--- src/rtl/div_pkg.sv ---
// Shared definitions for the sequential 2N-by-N restoring divider.
package div_pkg;

    typedef enum logic [1:0] {
        IDLE = 2'd0,
        CALC = 2'd1,
        DONE = 2'd2
    } div_state_e;

    localparam int unsigned DIV_MAX_N = 32;

    // Sliced to 2N bits by the divider; all ones marks a divide by zero
    localparam logic [2*DIV_MAX_N-1:0] DIV_ZERO_QUOT = '1;

endpackage

--- src/rtl/div_step.sv ---
// One restoring division step: shift in a dividend bit, subtract the
// divisor when it fits, and report the resulting quotient bit.
module div_step #(
    parameter int N = 8
) (
    input  logic [N-1:0] rem_i,
    input  logic         bit_i,
    input  logic [N-1:0] b_i,
    output logic [N-1:0] rem_o,
    output logic         q_o
);

    logic [N:0] shl;

    assign shl   = {rem_i, bit_i};
    assign q_o   = (shl >= {1'b0, b_i});
    // The partial remainder stays below b, so the difference fits in N bits
    assign rem_o = q_o ? (shl[N-1:0] - b_i) : shl[N-1:0];

endmodule

--- src/rtl/seq_div_2nxn.sv ---
// Sequential unsigned 2N/N divider with valid/ready handshakes,
// one quotient bit per cycle, and a fast path for division by zero.
module seq_div_2nxn
    import div_pkg::*;
#(
    parameter int N = 8
) (
    input  logic           clk,
    input  logic           rst,
    input  logic           in_valid,
    output logic           in_ready,
    input  logic [2*N-1:0] a,
    input  logic [N-1:0]   b,
    output logic           out_valid,
    input  logic           out_ready,
    output logic [2*N-1:0] quot,
    output logic [N-1:0]   rem,
    output logic           div_zero
);

    localparam int CW = $clog2(2 * N);
    localparam logic [CW-1:0]  CNT_MAX = CW'(2 * N - 1);
    localparam logic [2*N-1:0] DZ_Q    = DIV_ZERO_QUOT[2*N-1:0];

    div_state_e     state_q;
    logic [CW-1:0]  cnt_q;
    logic [N-1:0]   prem_q;
    logic [2*N-1:0] dvd_q;
    logic [N-1:0]   b_q;
    logic [2*N-1:0] qw_q;
    logic [2*N-1:0] quot_q;
    logic [N-1:0]   rem_q;
    logic           dz_q;
    logic           in_ready_q;
    logic           out_valid_q;

    logic [N-1:0]   prem_d;
    logic           qbit_d;
    logic [2*N-1:0] qw_d;

    div_step #(.N(N)) u_step (
        .rem_i (prem_q),
        .bit_i (dvd_q[2*N-1]),
        .b_i   (b_q),
        .rem_o (prem_d),
        .q_o   (qbit_d)
    );

    assign qw_d = {qw_q[2*N-2:0], qbit_d};

    // Result registers only change on entry to DONE, so outputs stay
    // frozen while a new operation is being worked on.
    always_ff @(posedge clk) begin
        if (rst) begin
            state_q     <= IDLE;
            cnt_q       <= '0;
            prem_q      <= '0;
            dvd_q       <= '0;
            b_q         <= '0;
            qw_q        <= '0;
            quot_q      <= '0;
            rem_q       <= '0;
            dz_q        <= 1'b0;
            in_ready_q  <= 1'b1;
            out_valid_q <= 1'b0;
        end else begin
            unique case (state_q)
                IDLE: begin
                    if (in_valid) begin
                        dvd_q      <= a;
                        b_q        <= b;
                        prem_q     <= '0;
                        qw_q       <= '0;
                        cnt_q      <= CNT_MAX;
                        in_ready_q <= 1'b0;
                        if (b == '0) begin
                            state_q     <= DONE;
                            out_valid_q <= 1'b1;
                            quot_q      <= DZ_Q;
                            rem_q       <= a[N-1:0];
                            dz_q        <= 1'b1;
                        end else begin
                            state_q <= CALC;
                        end
                    end
                end
                CALC: begin
                    prem_q <= prem_d;
                    dvd_q  <= {dvd_q[2*N-2:0], 1'b0};
                    qw_q   <= qw_d;
                    cnt_q  <= cnt_q - 1'b1;
                    if (cnt_q == '0) begin
                        state_q     <= DONE;
                        out_valid_q <= 1'b1;
                        quot_q      <= qw_d;
                        rem_q       <= prem_d;
                        dz_q        <= 1'b0;
                    end
                end
                DONE: begin
                    if (out_ready) begin
                        state_q     <= IDLE;
                        out_valid_q <= 1'b0;
                        in_ready_q  <= 1'b1;
                    end
                end
                default: begin
                    state_q     <= IDLE;
                    out_valid_q <= 1'b0;
                    in_ready_q  <= 1'b1;
                end
            endcase
        end
    end

    assign in_ready  = in_ready_q;
    assign out_valid = out_valid_q;
    assign quot      = quot_q;
    assign rem       = rem_q;
    assign div_zero  = dz_q;

endmodule

--- config.mk ---
export PLATFORM = sky130hd
export DESIGN_NAME = seq_div_2nxn
export DESIGN_NICKNAME = d
export VERILOG_FILES = /design/src/rtl/div_pkg.sv /design/src/rtl/div_step.sv /design/src/rtl/seq_div_2nxn.sv
export SDC_FILE = /design/constraint.sdc
export NUM_CORES = 1
export LEC_CHECK = 0
export CAP_MARGIN = 20
export CORE_ASPECT_RATIO = 0.5
export CORE_MARGIN = 10
export CORE_UTILIZATION = 58
export DETAILED_ROUTE_END_ITERATION = 10
export PLACE_DENSITY = 0.85
export SLEW_MARGIN = 15
export SYNTH_ARGS = -nofsm -noshare
export SYNTH_HDL_FRONTEND = slang
export SYNTH_SLANG_ARGS = --single-unit
--- constraint.sdc ---
create_clock -name clk -period 3.1 [get_ports clk]
set_input_delay 0.775 -clock clk [delete_from_list [all_inputs] [get_ports clk]]
set_output_delay 0.775 -clock clk [all_outputs]
set_load 0.01 [all_outputs]
## Word-level counts from Yosys, hierarchy flattened

Index checks and enable logic that the tools add are counted.

- Add/sub/neg operators: 2
- $mul: 0
- Div/mod/pow operators: 0
- Magnitude comparators: 1
- Eq/ne operators: 6
- Shift-type cells: 0
- Mux-type cells: 32
- Bitwise operators: 1
- Reduce and logical (&&, ||, !) cells: 10

Operator list:

| operator | number |
|---|---|
| 16-bit two-way mux | 4 |
| 16-bit case mux with 2 select lines | 2 |
| 8-bit two-way mux | 5 |
| 8-bit case mux with 2 select lines | 2 |
| 15-bit case mux with 2 select lines | 1 |
| 15-bit two-way mux | 1 |
| 9-bit by 8-bit >= comparator with 1-bit output | 1 |
| 8-bit logical NOT | 1 |
| 2-bit two-way mux | 4 |
| 2-bit != test (second input constant) | 4 |
| 4-bit case mux with 2 select lines | 1 |
| 4-bit AND reduction | 2 |
| 8-bit subtractor | 1 |
| 1-bit two-way mux | 7 |
| 1-bit case mux with 3 select lines | 2 |
| 2-bit case mux with 3 select lines | 1 |
| 3-bit AND reduction | 2 |
| 4-bit logical NOT | 1 |
| 4-bit two-way mux | 1 |
| 2-bit AND reduction | 2 |
| 4-bit by 1-bit subtractor with 4-bit output (second input constant) | 1 |
| 2-bit by 1-bit == test with 1-bit output (second input constant) | 1 |
| 2-bit == test (second input constant) | 1 |
| 2-bit logical NOT | 1 |
| 3 further kinds | 3 |

- Flip-flop bits (word level): 80
- Latch bits: 0
- Bits in writable memories: 0
- Memory bits (read-only): 0
- Input bits: 28
- Output and inout port bits: 27
- Logic and storage cells: 63
- Memories: 0

## Logic depth before layout (Yosys ltp)

- Depth after elaboration: 4
- Depth in mapped cells: 9
- Mapped depth without buffers: 9

## Hierarchy

Synthesis repeated with hierarchy kept, for this count alone.

- Cell total of the unflattened synthesis: 405
- Area, all modules: 3682.3 sq um

Modules (own cells, without submodules):

| module | instances | cells each | area an instance (sq um) | sequential area each (sq um) |
|---|---|---|---|---|
| seq_div_2nxn | 1 | 339 | 3143.0 | 1601.5 |
| div_step | 1 | 66 | 539.3 | 0.0 |

## Worst setup path before layout

Ideal clock, no wire load.

- Path type: reg2reg
- Start: reg dvd_q[15]
- End: reg prem_q[6]
- Library setup time: 0.136 ns
- Data arrival time: 1.812 ns
- Required time: 2.964 ns
- Setup slack: 1.152 ns
- Stages on the path, launching flop included: 10
- Path buffers: 0
- Clock period less this slack: 1.948 ns
- Cell sequence: dfxtp_1 inv_1 ha_1 fa_1 nor2b_4 o31a_1 o21a_1 or3_1 a31oi_2 a211oi_2

- Cells in the longest elaborated chain, start to end: 3
- Elaborated cells between the ends (all ways): 4
- Those cells by class: 1 x add/sub; 1 x order compare; 2 x mux

Ends and longest elaborated chain:

| item | line | source |
|---|---|---|
| start: declaration | seq_div_2nxn.sv:28 | `logic [2*N-1:0] dvd_q;` |
| start signal: assignment | seq_div_2nxn.sv:89 | `dvd_q <= {dvd_q[2*N-2:0], 1'b0};` |
| 8-bit subtractor or 9-bit by 8-bit >= comparator with 1-bit output (tied branches) | div_step.sv:18, div_step.sv:16 |  |
| 8-bit two-way mux (*) | div_step.sv:18 | `assign rem_o = q_o ? (shl[N-1:0] - b_i) : shl[N-1:0];` |
| 8-bit case mux with 2 select lines (*) | seq_div_2nxn.sv:67 | `unique case (state_q)` |
| end signal: assignment | seq_div_2nxn.sv:88 | `prem_q <= prem_d;` |
| end: declaration | seq_div_2nxn.sv:27 | `logic [N-1:0] prem_q;` |

Every way passes the cells marked *; elsewhere a longest branch is shown, timed or not.
A chain may end at the register's enable or synchronous reset.

## Final worst setup path

- Start: in b[3]
- End: reg quot_q[2], in the netlist quot[2]

- Cells in the longest elaborated chain, start to end: 3

Ends and longest elaborated chain:

| item | line | source |
|---|---|---|
| start: declaration | seq_div_2nxn.sv:13 | `input logic [N-1:0] b,` |
| 8-bit logical NOT | seq_div_2nxn.sv:76 | `if (b == '0) begin` |
| 2-bit != test (no source line) | -- |  |
| 4-bit AND reduction (no source line) | -- |  |
| end signal: assignment | seq_div_2nxn.sv:95 | `quot_q <= qw_d;` |
| end: declaration | seq_div_2nxn.sv:31 | `logic [2*N-1:0] quot_q;` |

Every way passes these cells.

==> out/qor.csv <==
metric,value,unit
initial DRC count,282,
# diodes,0,
largest net degree at the start of global routing,56,
Initial Util,60.6,%
CP endpoint kind,register,
maximum clock frequency,0.418,GHz
clk_lat worst skew,0.34,ns
Die W,133,um
Worst Hold Class,reg -> reg,
clock power share,36.5,%
crit share post-route,77.1,%
Top Ports,55,
Total Routed Length,9540,um
Mapped Area,0.00371,mm^2
final setup margin,0.710,ns
gr ovfl total,0,
area grow syn2layout,25.0,%
most frequent cells in the layout,"nand2_1, dfxtp_1, a21oi_1",
CTS tree,built,
die area,0.0102,mm^2
final setup vio count,0,
Final ANT Viol Nets,0,
row count,20,
Fin Setup TNS,0,ns
fraction of registers with async set/reset,0,%
initial antenna violation count,0,
first-pass GRT wire length,15900,um
Die H,76.6,um
GP Congestion,0.865,
Total Power,3.19,mW
Internal Power,2.20,mW
Reg power frac,37.3,%
RSZ-0062 raised after global routing,false,
"slowest stage delay, CP",0.46,ns
Finished Cell Area,0.00464,mm^2
pwr dens,686,mW/mm^2
Pleak,1.73,nW
Post-Place Setup Slack,0.381,ns
crit path DAT,2.61,ns
final non-filler cell total,596,
clk buf depth,2,
worst endpoint required time,3.32,ns
WS Path Type,in -> reg,
max-slew violation count,0,
final hold viol count,0,
top_reg_cell synth,dfxtp_1,
"Clk pin slew, worst setup/hold paths",0.06,ns
"Top cell by count, worst path",nand2_1,
crit-path max FO,14,
Inserted Clock Buffers,9,
number of global-route vias before repair,3302,
status,finished clean,
root buffer cell,clkbuf_16,
syn_nets,495,
drc violations,0,
Post-synth EDFFs,0,
Overall Global Routing Usage,18.6,%
CP Cell Sequence,clkdlybuf4s50_1 > nor4_4 > nand4_2 > nand2_1 > nand2_1 > buf_4 > nand2_1 > a21oi_1,
ratio of cells with drive above 1 in the final layout,10.0,%
Netlist cell types,54,
Slew HR,57.8,%
DRT Pass-1 Iters,7,
Syn. warnings,0,
Seq cells post-synth,80,
Mapped Avg Cell Area,8.13,um^2
Post-CTS Setup Bufs,0,
flop2flop setup slack,0.88,ns
"Seq/Total Area, Yosys",43.1,%
post-cts gate resize count,0,
placed insts,580,
core area,0.00613,mm^2
power share of the combinational group,26.2,%
nets,541,
"most common cell after layout, fill and taps aside",nand2_1,
DP HPWL,6410,um
CTS hold repair buffers,0,
max-cap violations,0,
Clock Skew,0.00488,ns
Cells after Synth,457,
DP Area,0.00432,mm^2
NetSw,0.984,mW
drt via density,5.67,
Peak VDD IR,0.000347,V
actual slew at the worst max-slew pin,0.623,ns
CTS H-tree depth,3,
type of origin of the critical path,input pin,
Switching Fraction,30.9,%
I/O Buffers,54,
average routed wire per standard cell,16.0,um
Fillers,472,
Vias,3380,
clk sinks,80,
Slowest cell on crit path,clkdlybuf4s50_1,
Final min period,2.39,ns
## through the flow
step | hold WS, ns | util, %
3_5_place_dp | 0.448 | 70.4
5_1_grt | 0.472 | 75.8
6_report | 0.453 | 75.8
3_3_place_gp | 0.445 | 70.4
2_1_floorplan | 0.436 | -
4_1_cts | 0.457 | 75.8
## power groups by stage
stage                     Combinational (mW)  Sequential, mW  Clock [mW]
after CTS                              0.828            1.19        1.17
after detailed placement               0.821            1.20           0
final                                  0.835            1.19        1.16
after floorplan                        0.578            1.20           0
after global placement                 0.804            1.20           0
after global routing                   0.920            1.20        1.21
## logic make-up after synthesis
| family | share of synthesized area, % |
|---|---|
| simple gates | 20.6 |
| xor+xnor | 1.41 |
| compound gates | 24.9 |
| mux | 0.808 |
| fa+ha+maj | 3.57 |
| buf+inv | 5.59 |
| flops | 43.1 |
## layout make-up
class	count	area [um^2]	share of cell area (%)
clock inverter	6	90.1	1.94
tap	88	110	2.37
inverter	18	67.6	1.45
sequential	80	1600	34.5
timing repair buffer	65	631	13.6
multi-input combinational	329	1910	41.0
clock buffer	10	239	5.15
## cell usage after synthesis (all sizes together) (2+ instances only)
cell type,number,share of area (%)
nor3,3,0.40
dfxtp,80,43
nand2,82,8.3
nor4,3,1.5
or3,3,0.51
o22ai,5,0.84
xnor2,4,0.94
a21o,2,0.40
a211oi,3,1.0
clkbuf,15,1.5
nand3,19,2.7
o311ai,3,0.71
a21oi,66,9.3
a31oi,2,0.91
o21ai,38,5.2
xor2,2,0.47
o21a,4,0.81
and3,6,1.0
o21bai,2,0.40
a2111oi,4,0.94
inv,18,1.8
buf,15,2.3
ha,9,3.0
nor2,40,4.3
nor2b,4,0.88
a311oi,10,2.7
mux2i,3,0.81
## worst paths after layout
kind,to,cells past startpoint,startpoint
max,quot[2]$_SDFFE_PP0P_,8,b[3]
min,b_q[7]$_SDFFE_PP0P_,2,b_q[7]$_SDFFE_PP0P_
max reg2reg,rem[3]$_SDFFE_PP0P_,7,b_q[6]$_SDFFE_PP0P_
min reg2reg,b_q[7]$_SDFFE_PP0P_,2,b_q[7]$_SDFFE_PP0P_
## routing by layer
metal  part of all wire [%]  track usage, %
met1                     43            23.2
met2                     48            30.1
met3                    7.3            6.12
met4                    1.4            4.86
met5                      0               0
## registers in the layout (all words and copies together), names as in the netlist
signal / count
quot: 16
div_zero: 1
b_q: 8
state_q: 2
prem_q: 8
out_valid: 1
qw_q: 15
cnt_q: 4
dvd_q: 16
in_ready: 1
rem: 8
## critical path, delay by kind of cell
kind / cells / cell delay (ns)
buffers and inverters: 2 / 0.75
AND/OR/NAND/NOR: 5 / 1.02
AO/OA/AOI/OAI: 1 / 0.06
(Power assumes the default switching activity.)
